[src/rtl/prog_loader_if.sv]
// prog_loader_if -- stream-in / memory-out bundle for the program loader.
//
// Signals
//   in_valid    : stream word present (source -> loader)
//   in_data     : 32-bit stream word (source -> loader)
//   in_ready    : loader accepts the word this cycle (loader -> source)
//   restart     : one-cycle request for a new load from DONE/ERROR (source -> loader)
//   mem_wr_en   : instruction memory write strobe (loader -> memory)
//   mem_addr    : instruction memory byte address, AW bits (loader -> memory)
//   mem_wr_data : instruction word to write (loader -> memory)
//   cpu_reset   : holds the CPU in reset while high (loader -> CPU)
//   done        : program loaded, CPU released (loader -> system)
//   error       : load aborted, CPU stays held (loader -> system)
//
// Modports: master = stream source / system side, slave = the loader.

interface prog_loader_if #(
    parameter int AW = 32
) ();
    logic          in_valid;
    logic [31:0]   in_data;
    logic          in_ready;
    logic          restart;
    logic          mem_wr_en;
    logic [AW-1:0] mem_addr;
    logic [31:0]   mem_wr_data;
    logic          cpu_reset;
    logic          done;
    logic          error;

    modport master (
        output in_valid, in_data, restart,
        input  in_ready, mem_wr_en, mem_addr, mem_wr_data, cpu_reset, done, error
    );

    modport slave (
        input  in_valid, in_data, restart,
        output in_ready, mem_wr_en, mem_addr, mem_wr_data, cpu_reset, done, error
    );
endinterface

[src/rtl/prog_loader.sv]
// prog_loader -- loads a program from a valid/ready word stream into
// instruction memory and releases the CPU from reset when the load completes.
//
// Stream format: header word (N = bits [15:0]), then N program words, then
// (only when PROG_LOADER_CHECKSUM_EN is defined) one checksum word equal to
// the XOR of all program words.
//
// Ports
//   CLOCK : single clock, rising edge
//   RESET : synchronous, active-high reset
//   bus   : prog_loader_if.slave (stream in, memory write out, status out)
//
// Parameters
//   DEPTH : instruction memory size in words; largest legal N
//   AW    : width of mem_addr (byte address, word k written at 4*k)
//
// Optional feature macro: PROG_LOADER_CHECKSUM_EN (adds CSUM state and
// XOR accumulator; a mismatching checksum aborts to ERROR).

module prog_loader #(
    parameter int DEPTH = 512,
    parameter int AW    = 32
) (
    input logic          CLOCK,
    input logic          RESET,
    prog_loader_if.slave bus
);

    localparam int CW = $clog2(DEPTH + 1);

`ifdef PROG_LOADER_CHECKSUM_EN
    typedef enum logic [2:0] {
        ST_IDLE  = 3'd0,
        ST_LOAD  = 3'd1,
        ST_CSUM  = 3'd2,
        ST_DONE  = 3'd3,
        ST_ERROR = 3'd4
    } state_t;
`else
    typedef enum logic [2:0] {
        ST_IDLE  = 3'd0,
        ST_LOAD  = 3'd1,
        ST_DONE  = 3'd3,
        ST_ERROR = 3'd4
    } state_t;
`endif

    state_t        state_r;
    logic [CW-1:0] count_r;
    logic [CW-1:0] nwords_r;
`ifdef PROG_LOADER_CHECKSUM_EN
    logic [31:0]   acc_r;
`endif

    logic          xfer_s;
    logic [15:0]   hdr_n_s;
    logic          last_s;

    // in_ready depends on state only so the source never sees a loop through in_valid
`ifdef PROG_LOADER_CHECKSUM_EN
    assign bus.in_ready = (state_r == ST_IDLE) || (state_r == ST_LOAD) || (state_r == ST_CSUM);
`else
    assign bus.in_ready = (state_r == ST_IDLE) || (state_r == ST_LOAD);
`endif

    assign xfer_s  = bus.in_valid && bus.in_ready;
    assign hdr_n_s = bus.in_data[15:0];
    // count_r + 1 cannot overflow CW bits because count_r < nwords_r <= DEPTH
    assign last_s  = ((count_r + CW'(1'b1)) == nwords_r);

    // Loader FSM with registered memory strobe and status outputs
    always_ff @(posedge CLOCK) begin
        if (RESET) begin
            state_r         <= ST_IDLE;
            count_r         <= '0;
            nwords_r        <= '0;
            bus.mem_wr_en   <= 1'b0;
            bus.mem_addr    <= '0;
            bus.mem_wr_data <= 32'h0000_0000;
            bus.cpu_reset   <= 1'b1;
            bus.done        <= 1'b0;
            bus.error       <= 1'b0;
`ifdef PROG_LOADER_CHECKSUM_EN
            acc_r           <= 32'h0000_0000;
`endif
        end else begin
            // strobe is a single-cycle pulse following each accepted program word
            bus.mem_wr_en <= 1'b0;
            case (state_r)
                ST_IDLE: begin
                    if (xfer_s) begin
                        count_r <= '0;
`ifdef PROG_LOADER_CHECKSUM_EN
                        acc_r   <= 32'h0000_0000;
`endif
                        if (hdr_n_s > 16'(DEPTH)) begin
                            state_r   <= ST_ERROR;
                            bus.error <= 1'b1;
                        end else if (hdr_n_s == 16'd0) begin
`ifdef PROG_LOADER_CHECKSUM_EN
                            state_r       <= ST_CSUM;
`else
                            state_r       <= ST_DONE;
                            bus.done      <= 1'b1;
                            bus.cpu_reset <= 1'b0;
`endif
                        end else begin
                            state_r  <= ST_LOAD;
                            nwords_r <= CW'(hdr_n_s);
                        end
                    end
                end
                ST_LOAD: begin
                    if (xfer_s) begin
                        bus.mem_wr_en   <= 1'b1;
                        bus.mem_addr    <= AW'({count_r, 2'b00});
                        bus.mem_wr_data <= bus.in_data;
                        count_r         <= count_r + CW'(1'b1);
`ifdef PROG_LOADER_CHECKSUM_EN
                        acc_r           <= acc_r ^ bus.in_data;
                        if (last_s) begin
                            state_r <= ST_CSUM;
                        end
`else
                        // done rises together with the final write strobe
                        if (last_s) begin
                            state_r       <= ST_DONE;
                            bus.done      <= 1'b1;
                            bus.cpu_reset <= 1'b0;
                        end
`endif
                    end
                end
`ifdef PROG_LOADER_CHECKSUM_EN
                ST_CSUM: begin
                    if (xfer_s) begin
                        if (bus.in_data == acc_r) begin
                            state_r       <= ST_DONE;
                            bus.done      <= 1'b1;
                            bus.cpu_reset <= 1'b0;
                        end else begin
                            state_r   <= ST_ERROR;
                            bus.error <= 1'b1;
                        end
                    end
                end
`endif
                ST_DONE, ST_ERROR: begin
                    if (bus.restart) begin
                        state_r       <= ST_IDLE;
                        count_r       <= '0;
                        bus.cpu_reset <= 1'b1;
                        bus.done      <= 1'b0;
                        bus.error     <= 1'b0;
`ifdef PROG_LOADER_CHECKSUM_EN
                        acc_r         <= 32'h0000_0000;
`endif
                    end
                end
                default: begin
                    state_r       <= ST_IDLE;
                    count_r       <= '0;
                    bus.cpu_reset <= 1'b1;
                    bus.done      <= 1'b0;
                    bus.error     <= 1'b0;
                end
            endcase
        end
    end

endmodule

[src/flat_wrapper.sv]
// flat-port wrapper written by rule: the top's interface ports become plain ports
module prog_loader_flat 
#(
    parameter int DEPTH = 512,
    parameter int AW    = 32
)
  (CLOCK, RESET, bus_in_valid, bus_in_data, bus_restart, bus_in_ready, bus_mem_wr_en, bus_mem_addr, bus_mem_wr_data, bus_cpu_reset, bus_done, bus_error);
  prog_loader_if #(.AW(AW)) bus_i ();
  input logic CLOCK;
  input logic RESET;
  input wire logic [$bits(bus_i.in_valid)-1:0] bus_in_valid;
  input wire logic [$bits(bus_i.in_data)-1:0] bus_in_data;
  input wire logic [$bits(bus_i.restart)-1:0] bus_restart;
  output wire logic [$bits(bus_i.in_ready)-1:0] bus_in_ready;
  output wire logic [$bits(bus_i.mem_wr_en)-1:0] bus_mem_wr_en;
  output wire logic [$bits(bus_i.mem_addr)-1:0] bus_mem_addr;
  output wire logic [$bits(bus_i.mem_wr_data)-1:0] bus_mem_wr_data;
  output wire logic [$bits(bus_i.cpu_reset)-1:0] bus_cpu_reset;
  output wire logic [$bits(bus_i.done)-1:0] bus_done;
  output wire logic [$bits(bus_i.error)-1:0] bus_error;
  assign bus_i.in_valid = bus_in_valid;
  assign bus_i.in_data = bus_in_data;
  assign bus_i.restart = bus_restart;
  assign bus_in_ready = bus_i.in_ready;
  assign bus_mem_wr_en = bus_i.mem_wr_en;
  assign bus_mem_addr = bus_i.mem_addr;
  assign bus_mem_wr_data = bus_i.mem_wr_data;
  assign bus_cpu_reset = bus_i.cpu_reset;
  assign bus_done = bus_i.done;
  assign bus_error = bus_i.error;
  prog_loader #(.DEPTH(DEPTH), .AW(AW)) u_core (.CLOCK(CLOCK), .RESET(RESET), .bus(bus_i));
endmodule
[config.mk]
export PLATFORM = sky130hd
export DESIGN_NAME = prog_loader_flat
export DESIGN_NICKNAME = d
export VERILOG_FILES = /design/src/rtl/prog_loader_if.sv /design/src/rtl/prog_loader.sv /design/src/flat_wrapper.sv
export SDC_FILE = /design/constraint.sdc
export NUM_CORES = 1
export LEC_CHECK = 0
export CORE_MARGIN = 5
export CORE_UTILIZATION = 25
export CTS_CLUSTER_SIZE = 12
export DETAILED_ROUTE_END_ITERATION = 16
export GPL_ROUTABILITY_DRIVEN = 1
export GPL_TIMING_DRIVEN = 0
export REMOVE_ABC_BUFFERS = 1
export SLEW_MARGIN = 10
export SYNTH_ARGS = -nofsm -noshare
export SYNTH_HDL_FRONTEND = slang
export SYNTH_SLANG_ARGS = --single-unit
[constraint.sdc]
create_clock -name CLOCK -period 2.32 [get_ports CLOCK]
set_input_delay 0.464 -clock CLOCK [delete_from_list [all_inputs] [get_ports CLOCK]]
set_output_delay 0.464 -clock CLOCK [all_outputs]
set_load 0.02 [all_outputs]
# Yosys cells after proc, flatten, opt, wreduce, memory -nomap -nowiden
# Cells that the tools add are included.
# totals
ff_bits,69
out_inout_bits,69
inputBits,36
# op_classes
magnitude_cmp,1
addsub,1
muxes,29
n_bitwise,3
n_eq_ne,11
reduce_logical,12
# ops
cell,n
$mux W10,3
$pmux W10 S3,1
$gt A16 B10 Y1 const B,1
$logic_not A16 Y1,1
$mux W1,15
$mux W3,5
$reduce_and A4 Y1,3
$add A10 B1 Y10 const B,1
$eq A10 B10 Y1,1
$pmux W1 S3,3
$pmux W3 S3,1
$ne A2 B2 Y1 const B,4
$ne A2 B1 Y1 const B,3
$reduce_and A6 Y1,1
$reduce_or A2 Y1,2
$eq A3 B1 Y1 const B,1
$eq A3 B2 Y1 const B,1
$eq A3 B3 Y1 const B,1
$logic_not A3 Y1,1
$not A1 Y1,3
$reduce_and A3 Y1,1
$mux W2,1
$reduce_and A2 Y1,1
$logic_and A1 B1 Y1,1
$logic_or A1 B1 Y1,1

# Depth between registers and ports, before layout
# Gate-level depths: netlist of the first run.
# logic_depth
depth_word,5
mapped_depth,9
mapped_depth_nobuf,7

# Worst setup path after synthesis of the first run
# No wires, ideal clock.
# synth_timing
path_type,register to register
startpoint,register u_core.count_r[1]
endpoint,register u_core.bus.cpu_reset
arrival_time_ns,1.781
stages_incl_launch_ff,9
setup_slack_ns,0.417
period_less_slack_ns,1.903
required_time_ns,2.198
n_path_buf,1
cell_sequence,dfxtp_1 -> ha_1 -> buf_2 -> and4_1 -> nand2_1 -> xnor2_1 -> nor4_2 -> o2111ai_2 -> a221o_1
# synth_between
elab_chain_cells,4
# synth_lines
item,line_no,text
"start, declared",prog_loader.sv:49,logic [CW-1:0] count_r;
"start signal, assigned",prog_loader.sv:118,count_r <= count_r + CW'(1'b1);
$add A10 B1 Y10,prog_loader.sv:69,assign last_s = ((count_r + CW'(1'b1)) == nwords_r);
$eq A10 B10 Y1,prog_loader.sv:69,
$ne A2 B1 Y1 (no source line),-,
$reduce_and A6 Y1 (no source line),-,
"end signal, assigned",prog_loader.sv:80,bus.cpu_reset <= 1'b1;
"end signal, assigned",prog_loader.sv:105,bus.cpu_reset <= 1'b0;
"end signal, assigned",prog_loader.sv:129,bus.cpu_reset <= 1'b0;
"end, declared",prog_loader_if.sv:38,"output in_ready, mem_wr_en, mem_addr, mem_wr_data, cpu_reset, done, error"
# Every way passes these cells.
# A chain may end at the register's enable or synchronous reset.

# Final worst setup path of the first run
# layout_timing
startpoint,input bus_restart
endpoint,register u_core.bus.cpu_reset
# layout_between
elab_chain_cells,2
# layout_lines
item,line_no,text
"start, declared",flat_wrapper.sv:13,input wire logic [$bits(bus_i.restart)-1:0] bus_restart;
$ne A2 B2 Y1 (no source line),-,
$reduce_and A6 Y1 (no source line),-,
# Every way passes these cells.

==> results of run 1 <==
==> cell type report <==
class	instances	area (um2)	area share
multi-input combinational	304	1630	0.370
sequential	69	1380	0.314
timing repair buffer	85	876	0.199
clock buffer	11	253	0.0574
tap	172	215	0.0489
clock inverter	5	35.0	0.00796
inverter	3	11.3	0.00256
==> placed cells by master, fill, tap and decap left out, drive strengths merged, types with 10 or more instances in the layout <==
master         count
clkdlybuf4s50     81
mux2i             10
clkbuf            11
nor2              30
nand3             11
conb              22
dfxtp             69
nand2             98
o21ai             12
a21oi             57
==> metal layers <==
layer  wire, um  GRT usage  vias up
li1           -          -     1463
met1       3720      0.144     1341
met2       4150      0.180       77
met3        609     0.0471        8
met4         70     0.0284        0
met5          0          0        -
==> metrics by stage <==
step                      power (mW)   util
after floorplan                 1.47      -
after global placement          1.66  0.319
after detailed placement        1.68  0.324
after CTS                       3.00  0.347
after global routing            3.10  0.349
final                           2.95  0.349
==> power by group <==
part	switching (mW)	internal, mW
Clock	0.512	0.778
Sequential	0.0342	1.22
Combinational	0.228	0.172
==> synth_stat cells (2+ instances only) <==
cell       n  area (um2)
nand2_1   98         368
dfxtp_1   69        1380
a21oi_1   57         285
nor2_1    28         105
buf_4     23         173
clkbuf_1  17        63.8
o21ai_0   11        55.1
buf_2     10        50.1
mux2i_1   10         100
xnor2_1    9        78.8
nand3_1    8        40.0
nand3b_1   6        45.0
nor3_1     4        20.0
xor2_1     4        35.0
and3_1     3        18.8
inv_1      3        11.3
nand2b_1   3        18.8
nand3_2    3        30.0
nand4_1    3        18.8
nor4_1     3        18.8
or3_1      3        18.8
a311oi_1   2        17.5
buf_6      2        22.5
o21a_1     2        15.0
o31a_1     2        17.5
==> sequential cells by signal, indices dropped and copies added, names as in the netlist <==
register and flops:
u_core.bus.error 1, u_core.nwords_r 10, u_core.count_r 10, u_core.state_r 3, u_core.bus.mem_wr_data 32, u_core.bus.mem_addr 10, u_core.bus.cpu_reset 1, u_core.bus.mem_wr_en 1
u_core.bus.done 1
==> logic make-up (layout without fill, tap and decap cells) <==
group	count (synthesis)	count (layout)
AOI/OAI and AO/OA	89	89
other	1	22
DFF	69	69
muxes	10	10
buffers and inverters	55	104
xor gates and xnor gates	13	13
adders and majority gates	1	1
and+or+nand+nor	169	169
==> critical path, cell delays in order <==
cell	delay, ns
clkdlybuf4s50_1	0.52
nand2b_1	0.17
o22a_1	0.19
o21ai_2	0.15
nor4_2	0.35
o2111ai_2	0.23
a221o_1	0.34
==> path summary, 6_finish.rpt <==
| kind | slack [ns] | to | startpoint |
|---|---|---|---|
| hold reg to reg | 0.45 | u_core.bus.error$_SDFFE_PP0P_ | u_core.bus.error$_SDFFE_PP0P_ |
| setup / recovery | 0.13 | u_core.bus.cpu_reset$_SDFFE_PP1P_ | bus_restart |
| setup reg to reg | 0.18 | u_core.bus.cpu_reset$_SDFFE_PP1P_ | u_core.count_r[1]$_SDFFE_PP0P_ |
| hold / removal | 0.45 | u_core.bus.error$_SDFFE_PP0P_ | u_core.bus.error$_SDFFE_PP0P_ |
==> repair_timing <==
action                                  CTS  global route
resized for setup                         2             4
endpoints found under the setup margin   11            11
pin swaps                                 0             1
==> metrics.cfg, run 1 <==
[synthesis]
synthesis.area_mm2=0.00322
synth_fa_ha_area_frac=0.00388
synth_xor_area_frac=0.0353
ys.flop_type=dfxtp_1
ys_seq_area_frac=0.428
yosys.area_share.simple=0.237
synth_edf_count=0
synth_top_family_by_area=simple AND/OR/NAND/NOR gates
synthDistinctLibCells=49
ys_ff_latch=69
muxShareOfSynthArea=0.0310
yosysWarnings=0
syn_avg_cell_area_um2=7.92
synth_cells=407
async_flop_share=0
synth_compound_area_frac=0.164

[critical_path]
startpoint_type=input port
cp.arrival_ns=2.41
r2r_cells=7
path_class=in -> reg
critical_path_required_ns=2.54
path_max_fanout=9
endpoint_kind=flip-flop

[sta]
rsz0062_at_grt=false
finClkSkew_ns=0.00353
tns_ns=0
setup_viol=0
fin_crit_sh=0.946
fmax_mhz=456
slew_violations=0
fin_ws_ns=0.125
min_period_ns=2.19
hold_viol=0
whs_ns=0.450

[routing]
drc=0
vias=2889
via_per_inst=4.45
drtAntennaViolNets=0
wl_per_cell_um=13.2
drt_iter0_drc=105
wirelength_um=8550
drtPass1Iterations=4

[place]
io_buffers=82
dp.cells=633
place_congestion=0.863
dp_hpwl_um=6100
post_dp_cell_area_mm2=0.00409
dpl_worst_slack_ns=-0.456

[job]
max-cap-violations=0

[global_routing]
grt_max_degree=45
grt_pass1_vias=2775
antenna_found_initial=0
grt_pass1_wl_um=13800
track_usage=0.114
grt-ovfl-total=0

[min_path]
worstHoldPathCells=2
hp-class=reg -> reg

[pwr]
peakVddDrop_mv=0.340
powerDensity_mw_per_mm2=669
power_leakage_nw=1.44

[status]
outcome=complete, no violations

[floorplan]
num_rows=41
dieWidth_um=124
io_pins=105
dieArea_mm2=0.0153
initial_core_util=0.256
core_area_mm2=0.0126
dieHeight_um=124

[clocking]
path_clk_slew_ns=0.06
cts_htree_levels=3
clockBufferDepth=2
clock-sinks=69
cts_tree=yes
cts_hold_buf=0
cts_setup_buffers=0
clock-root-buffer=clkbuf_16
clk_latency_ns=0.33
cts_buffers=9

[layout]
drive_gt1_frac=0.0755
n_fill_cell=1361
syn_to_final_growth_pct=36.5
nets=509
final_cell_area_mm2=0.00440
diodes=0
fin_cells=649

Power figures use the tool's default switching activity.
==> run 2: changes to the inputs <==
--- a/config.mk
+++ b/config.mk
@@ -7,7 +7,6 @@
 export LEC_CHECK = 0
 export CORE_MARGIN = 5
 export CORE_UTILIZATION = 25
-export CTS_CLUSTER_SIZE = 12
 export DETAILED_ROUTE_END_ITERATION = 16
 export GPL_ROUTABILITY_DRIVEN = 1
 export GPL_TIMING_DRIVEN = 0
==> results of run 2 <==
No change in the layout: final DEF, timing and power equal those of run 1.
